`config.mk`:
```
export PLATFORM = sky130hd
export DESIGN_NAME = seven_seg_scanner_flat
export DESIGN_NICKNAME = d
export VERILOG_FILES = /design/src/rtl/seven_seg_if.sv /design/src/rtl/seven_seg_scanner.sv /design/src/flat_wrapper.sv
export SDC_FILE = /design/constraint.sdc
export NUM_CORES = 1
export LEC_CHECK = 0
export CORE_ASPECT_RATIO = 2
export CORE_UTILIZATION = 56
export CTS_CLUSTER_SIZE = 28
export DETAILED_ROUTE_END_ITERATION = 7
export PLACE_DENSITY = 0.83
export SYNTH_ARGS = -nofsm -noshare
export SYNTH_HDL_FRONTEND = slang
export SYNTH_SLANG_ARGS = --single-unit
```
`constraint.sdc`:
```
create_clock -name clk -period 3.3 [get_ports clk]
set_input_delay 0.66 -clock clk [delete_from_list [all_inputs] [get_ports clk]]
set_output_delay 0.66 -clock clk [all_outputs]
set_load 0.005 [all_outputs]
```
`src/rtl/seven_seg_if.sv`:
```
// seven_seg_if -- bundle between a display client and seven_seg_scanner.
//   master (client): drives value, dp_in, blank, load; observes AN, CX,
//                    upd_pending, frame_done.
//   slave (scanner): the reverse.
// DIGITS must match the scanner's DIGITS parameter.
interface seven_seg_if #(
  parameter int DIGITS = 8
);
  logic [4*DIGITS-1:0] value;
  logic [DIGITS-1:0]   dp_in;
  logic [DIGITS-1:0]   blank;
  logic                load;
  logic [DIGITS-1:0]   AN;
  logic [7:0]          CX;
  logic                upd_pending;
  logic                frame_done;

  modport master (
    output value, dp_in, blank, load,
    input  AN, CX, upd_pending, frame_done
  );

  modport slave (
    input  value, dp_in, blank, load,
    output AN, CX, upd_pending, frame_done
  );
endinterface

```
`src/rtl/seven_seg_scanner.sv`:
```
// seven_seg_scanner -- time-multiplexed driver for a common-anode
// seven-segment display of DIGITS digits.
//
// Each digit is selected for REFRESH_DIV clocks; the first BLANK_CYC clocks
// of every slot keep all anodes off to avoid ghosting. New data is taken
// through a pending register and copied to the displayed register only at
// the frame boundary, so one frame never mixes old and new data.
//
// Ports:
//   clk    sole clock, rising edge
//   rst_n  asynchronous active-low reset
//   bus    seven_seg_if slave modport:
//            value/dp_in/blank/load  data and capture strobe in
//            AN          anode enables, active-low, registered
//            CX          cathodes {a..g, dp}, active-low, registered
//            upd_pending pending register holds data not yet shown
//            frame_done  one-cycle pulse after the digit index wraps to 0
//
// Build option: define SEG_LZ_SUPPRESS_EN to blank leading zeros (digit 0
// is never suppressed, decimal points still light).
module seven_seg_scanner #(
  parameter int DIGITS      = 8,
  parameter int REFRESH_DIV = 100000,
  parameter int BLANK_CYC   = 1000
) (
  input  logic       clk,
  input  logic       rst_n,
  seven_seg_if.slave bus
);

  localparam int CW = (REFRESH_DIV > 1) ? $clog2(REFRESH_DIV) : 1;
  localparam int IW = (DIGITS > 1) ? $clog2(DIGITS) : 1;

  localparam logic [CW-1:0] CNT_LAST  = CW'(REFRESH_DIV - 1);
  localparam logic [CW-1:0] CNT_BLANK = CW'(BLANK_CYC);
  localparam logic [IW-1:0] IDX_LAST  = IW'(DIGITS - 1);

  logic [CW-1:0] cnt;
  logic [IW-1:0] idx;
  logic          cnt_wrap;
  logic          frame_wrap;

  logic [4*DIGITS-1:0] pend_value;
  logic [DIGITS-1:0]   pend_dp;
  logic [DIGITS-1:0]   pend_blank;
  logic [4*DIGITS-1:0] act_value;
  logic [DIGITS-1:0]   act_dp;
  logic [DIGITS-1:0]   act_blank;

  logic [DIGITS-1:0] lz;
  logic [3:0]        cur_nib;
  logic              cur_dp;
  logic              cur_blank;
  logic              cur_lz;
  logic [DIGITS-1:0] an_next;
  logic [7:0]        cx_next;

  function automatic logic [6:0] seg_map(input logic [3:0] n);
    seg_map = 7'h7F;
    case (n)
      4'h0: seg_map = 7'h01;
      4'h1: seg_map = 7'h4F;
      4'h2: seg_map = 7'h12;
      4'h3: seg_map = 7'h06;
      4'h4: seg_map = 7'h4C;
      4'h5: seg_map = 7'h24;
      4'h6: seg_map = 7'h20;
      4'h7: seg_map = 7'h0F;
      4'h8: seg_map = 7'h00;
      4'h9: seg_map = 7'h04;
      4'hA: seg_map = 7'h08;
      4'hB: seg_map = 7'h60;
      4'hC: seg_map = 7'h31;
      4'hD: seg_map = 7'h42;
      4'hE: seg_map = 7'h30;
      4'hF: seg_map = 7'h38;
      default: seg_map = 7'h7F;
    endcase
  endfunction

  assign cnt_wrap   = (cnt == CNT_LAST);
  assign frame_wrap = cnt_wrap && (idx == IDX_LAST);

  // Scan timebase: cnt within a slot, idx selects the digit.
  always_ff @(posedge clk or negedge rst_n) begin
    if (!rst_n) begin
      cnt            <= '0;
      idx            <= '0;
      bus.frame_done <= 1'b0;
    end else begin
      bus.frame_done <= frame_wrap;
      if (cnt_wrap) begin
        cnt <= '0;
        if (idx == IDX_LAST) idx <= '0;
        else                 idx <= idx + IW'(1);
      end else begin
        cnt <= cnt + CW'(1);
      end
    end
  end

  // Pending/active double buffer. A load landing on the frame edge bypasses
  // pending so the new value is shown in the frame that starts right away.
  always_ff @(posedge clk or negedge rst_n) begin
    if (!rst_n) begin
      pend_value      <= '0;
      pend_dp         <= '0;
      pend_blank      <= '0;
      act_value       <= '0;
      act_dp          <= '0;
      act_blank       <= '0;
      bus.upd_pending <= 1'b0;
    end else begin
      if (bus.load) begin
        pend_value <= bus.value;
        pend_dp    <= bus.dp_in;
        pend_blank <= bus.blank;
      end
      if (frame_wrap && bus.load) begin
        act_value       <= bus.value;
        act_dp          <= bus.dp_in;
        act_blank       <= bus.blank;
        bus.upd_pending <= 1'b0;
      end else if (frame_wrap && bus.upd_pending) begin
        act_value       <= pend_value;
        act_dp          <= pend_dp;
        act_blank       <= pend_blank;
        bus.upd_pending <= 1'b0;
      end else if (bus.load) begin
        bus.upd_pending <= 1'b1;
      end
    end
  end

`ifdef SEG_LZ_SUPPRESS_EN
  // lz[i] is set when nibble i and every higher nibble are zero.
  logic lz_run;
  always_comb begin
    lz     = '0;
    lz_run = 1'b1;
    for (int i = DIGITS - 1; i >= 1; i--) begin
      lz_run = lz_run && (act_value[4*i +: 4] == 4'h0);
      lz[i]  = lz_run;
    end
  end
`else
  assign lz = '0;
`endif

  // Select the current digit's data with an explicit compare so a
  // non-power-of-two DIGITS never indexes past the arrays.
  always_comb begin
    cur_nib   = 4'h0;
    cur_dp    = 1'b0;
    cur_blank = 1'b0;
    cur_lz    = 1'b0;
    for (int i = 0; i < DIGITS; i++) begin
      if (idx == IW'(i)) begin
        cur_nib   = act_value[4*i +: 4];
        cur_dp    = act_dp[i];
        cur_blank = act_blank[i];
        cur_lz    = lz[i];
      end
    end
  end

  always_comb begin
    an_next = '1;
    if (cnt >= CNT_BLANK) an_next = ~(DIGITS'(1) << idx);

    if (cur_blank)   cx_next = 8'hFF;
    else if (cur_lz) cx_next = {7'h7F, ~cur_dp};
    else             cx_next = {seg_map(cur_nib), ~cur_dp};
  end

  always_ff @(posedge clk or negedge rst_n) begin
    if (!rst_n) begin
      bus.AN <= '1;
      bus.CX <= 8'hFF;
    end else begin
      bus.AN <= an_next;
      bus.CX <= cx_next;
    end
  end

endmodule

```
`src/flat_wrapper.sv`:
```
// flat-port wrapper written by rule: the top's interface ports become plain ports
module seven_seg_scanner_flat 
#(
  parameter int DIGITS      = 8,
  parameter int REFRESH_DIV = 100000,
  parameter int BLANK_CYC   = 1000
)
  (clk, rst_n, bus_value, bus_dp_in, bus_blank, bus_load, bus_AN, bus_CX, bus_upd_pending, bus_frame_done);
  seven_seg_if #(.DIGITS(DIGITS)) bus_i ();
  input  logic clk;
  input  logic rst_n;
  input wire logic [$bits(bus_i.value)-1:0] bus_value;
  input wire logic [$bits(bus_i.dp_in)-1:0] bus_dp_in;
  input wire logic [$bits(bus_i.blank)-1:0] bus_blank;
  input wire logic [$bits(bus_i.load)-1:0] bus_load;
  output wire logic [$bits(bus_i.AN)-1:0] bus_AN;
  output wire logic [$bits(bus_i.CX)-1:0] bus_CX;
  output wire logic [$bits(bus_i.upd_pending)-1:0] bus_upd_pending;
  output wire logic [$bits(bus_i.frame_done)-1:0] bus_frame_done;
  assign bus_i.value = bus_value;
  assign bus_i.dp_in = bus_dp_in;
  assign bus_i.blank = bus_blank;
  assign bus_i.load = bus_load;
  assign bus_AN = bus_i.AN;
  assign bus_CX = bus_i.CX;
  assign bus_upd_pending = bus_i.upd_pending;
  assign bus_frame_done = bus_i.frame_done;
  seven_seg_scanner #(.DIGITS(DIGITS), .REFRESH_DIV(REFRESH_DIV), .BLANK_CYC(BLANK_CYC)) u_core (.clk(clk), .rst_n(rst_n), .bus(bus_i));
endmodule
```
==> qor.txt <==
PortBufs: 68
Post-route ant nets: 0
RSZ-0062 raised after global routing: false
Core Box Area: 10900 sq um
Max-Cap Viols: 0
Post-synthesis compound-gate area fraction: 15.6%
Worst hold path type: in2async
Hold Buf Count CTS: 0
DP Wirelength: 10.7 mm
TritonCTS clock tree: done
Die Ht: 152 microns
Seq/Total Area, Yosys: 53.7%
RD Place Congestion: 0.903
FFs w/ async S/R, synth: 100%
Post-synth EDFFs: 0
Synth Area in XOR/XNOR: 2.23%
Clock network fraction of design power: 47.0%
Setup_tns: 0 ns
Tcrit/Tclk final: 86.9%
H-tree levels: 4
Post-synthesis register bit count: 134
Final Hold Vio Count: 0
Critical Path RT: 3.62 ns
Share of layout cells above drive strength 1: 20.2%
Sequential Power Share: 46.6%
Syn. warnings: 0
Pin count of the biggest net entering global routing: 67
Max IR drop VDD: 0.379 mV
Critical Path Fanout Max: 18
Most common flop cell mapped by yosys: dfrtp_1
Worst-path clk slew: 0.05 ns
WL per Instance: 19.9 microns
Mapped Area: 6280 sq um
Root Driver: clkbuf_16
Initial antenna violation count: 0
Worst Tran Pin Value: 1.06 ns
Die width: 76.9 microns
Global-route wire length before repair: 25.5 mm
FP Rows: 54
Syn_nets: 629
Grt ovf: 0
Final setup violation count: 0
Initial core utilization: 57.4%
Setup Fix Bufs, Post-CTS: 0
Combinational Power Share: 6.4%
Slew Viols, Final: 0
Distinct cells, synth: 55
Full die area: 11700 sq um
Startpoint Class: flop
Mux contribution to synthesized area: 11.2%
Switching pwr: 815 uW
Switching share of power: 21.7%
Pwr Total: 3760 uW
Footprint of the multi-input gates: 2620 sq um
Antenna Diode Count: 0
Sequential cell area: 3370 sq um
Period minus WS final: 2.87 ns
Critical Path Source: u_core.idx[2]$_DFFE_PN0N_
Data arrival, critical path: 3.18 ns
Fmax: 349 MHz
CTS sink count: 134
Vias in the first global route: 5164
WS Path Type: reg2reg
FF-to-FF Start: u_core.idx[2]$_DFFE_PN0N_
Worst-skew pair later-pin latency: 0.41 ns
Post-Syn Instances: 564
Crit. End Element: flop
DR iter-0 viols: 391
Leak: 0.00334 uW
CTS max path bufs: 2
Syn Area/Cell: 11.1 sq um
Pwr Density: 492 nW/um^2
Vias per cell: 6.21
Rel. slew slack: 29.5%
I/O pins: 69
Synth Area in Adders: 2.79%
Status: finished, final reports clean
Routed vias: 4865
Post-CTS Resized: 0
DRT Wirelength: 15.6 mm
Worst-case reg-to-reg path depth: 10
Post-Synth Simple-Gate Area: 9.79%
Pint: 2940 uW
Nets@finish: 695
# DRC: 0
Syn-to-layout area delta: 21.6%
# fillers: 787
Largest family of logic cells by synthesized area: compound AO/OA/AOI/OAI gates
DRT Pass-1 Iters: 6
Global-route usage over all layers: 28.2%
CTS Buf Count: 17
Clock Skew: 0.00921 ns
[metrics by stage]
step	setup WS [ns]	instances	instance area (sq um)	utilization, %	hold slack (ns)
after floorplan	0.337	564	6280	-	0.364
after global routing	0.211	783	7640	69.8	0.229
after global placement	0.419	751	7080	64.7	0.471
final	0.433	783	7640	69.8	0.199
after detailed placement	0.277	751	7080	64.7	0.477
after CTS	0.117	783	7640	69.8	0.204
[synth_stat cells (6+ instances only)]
master | instances | area (sq um)
xnor2_1 | 9 | 78.8
nor2_1 | 32 | 120
nor2b_1 | 6 | 37.5
nand2_1 | 25 | 93.8
dfstp_2 | 16 | 420
ha_1 | 14 | 175
mux2_2 | 55 | 619
dfrtp_1 | 118 | 2950
o21ai_0 | 12 | 60.1
nand3_1 | 16 | 80.1
clkbuf_1 | 28 | 105
inv_1 | 22 | 82.6
a21oi_1 | 46 | 230
xor2_1 | 7 | 61.3
o22ai_1 | 69 | 432
nand3b_1 | 6 | 45.0
[power by group through the flow]
stage	Combinational, uW	Sequential (uW)	Clock [uW]
2_1_floorplan	108	1770	0
3_3_place_gp	230	1770	0
3_5_place_dp	241	1780	0
4_1_cts	244	1750	1790
5_1_grt	263	1760	1850
6_report	241	1750	1770
[final cells by class]
cell class | count | share of cell area [%]
Timing Repair Buffer | 88 | 10.9
Clock inverter | 8 | 0.982
Clock buffer | 24 | 6.30
Multi-Input combinational cell | 367 | 34.3
Inverter | 22 | 1.08
Sequential cell | 134 | 44.1
Tap cell | 140 | 2.29
[final timing paths]
check | to | slack, ns
max | u_core.bus.CX[4]$_DFF_PN1_ | 0.43
min reg2reg | u_core.pend_value[16]$_DFFE_PN0P_ | 0.49
max reg2reg | u_core.bus.CX[4]$_DFF_PN1_ | 0.43
min | u_core.cnt[1]$_DFF_PN0_ | 0.20
min in group clk | u_core.pend_value[16]$_DFFE_PN0P_ | 0.49
max in group asynchronous | u_core.bus.CX[7]$_DFF_PN1_ | 2.26
[registers in the layout (all words and copies together), names as in the netlist, 3 cells and up]
name and count:
u_core.act_value 32, u_core.pend_value 32, u_core.cnt 17, u_core.act_blank 8
u_core.act_dp 8, u_core.bus.AN 8, u_core.bus.CX 8, u_core.pend_blank 8
u_core.pend_dp 8, u_core.idx 3
[cell families (layout without fill, tap and decap cells)]
| family | count (synthesis) | count (layout) |
|---|---|---|
| and+or+nand+nor | 117 | 117 |
| buffers and inverters | 63 | 142 |
| DFF | 134 | 134 |
| muxes | 62 | 62 |
| xor gates and xnor gates | 16 | 16 |
| adders and majority gates | 14 | 14 |
| AOI/OAI and AO/OA | 158 | 158 |
[worst max-delay path, stage by stage, from the launching register on]
cell and delay [ns]:
dfrtp_1 0.34, buf_4 0.22, ha_1 0.45, inv_1 0.29
o21ai_0 0.16, a21oi_1 0.06, a2bb2oi_1 0.19, inv_1 0.13
ha_1 0.32, mux4_2 0.45, nand2b_1 0.15
[layer usage]
metal  wire (microns)  vias up  global-route usage, %
li1                 -     2182                      -
met1             5630     2481                   30.1
met2             8800      164                   53.0
met3              653       38                   5.11
met4              479        0                   11.9
met5                0        -                      0
[cell usage in the layout, fill, tap and decap left out, drive strengths merged, types with 2 or more instances in the layout]
cell type,n
a211o,3
a21oi,46
a221o,2
a222oi,2
a22oi,2
a2bb2oi,3
a31oi,4
and2,4
and3,2
buf,22
clkbuf,24
clkdlybuf4s50,66
clkinv,6
dfrtp,118
dfstp,16
ha,14
inv,22
mux2,59
mux2i,2
nand2,27
nand2b,5
nand3,16
nand3b,6
nand4,2
nand4b,2
nor2,33
nor2b,6
nor3,4
nor4,3
o2111ai,3
o21ai,12
o22ai,69
o311ai,3
o31ai,4
or2,2
xnor2,9
xor2,7
Power figures use the tool's default switching activity.
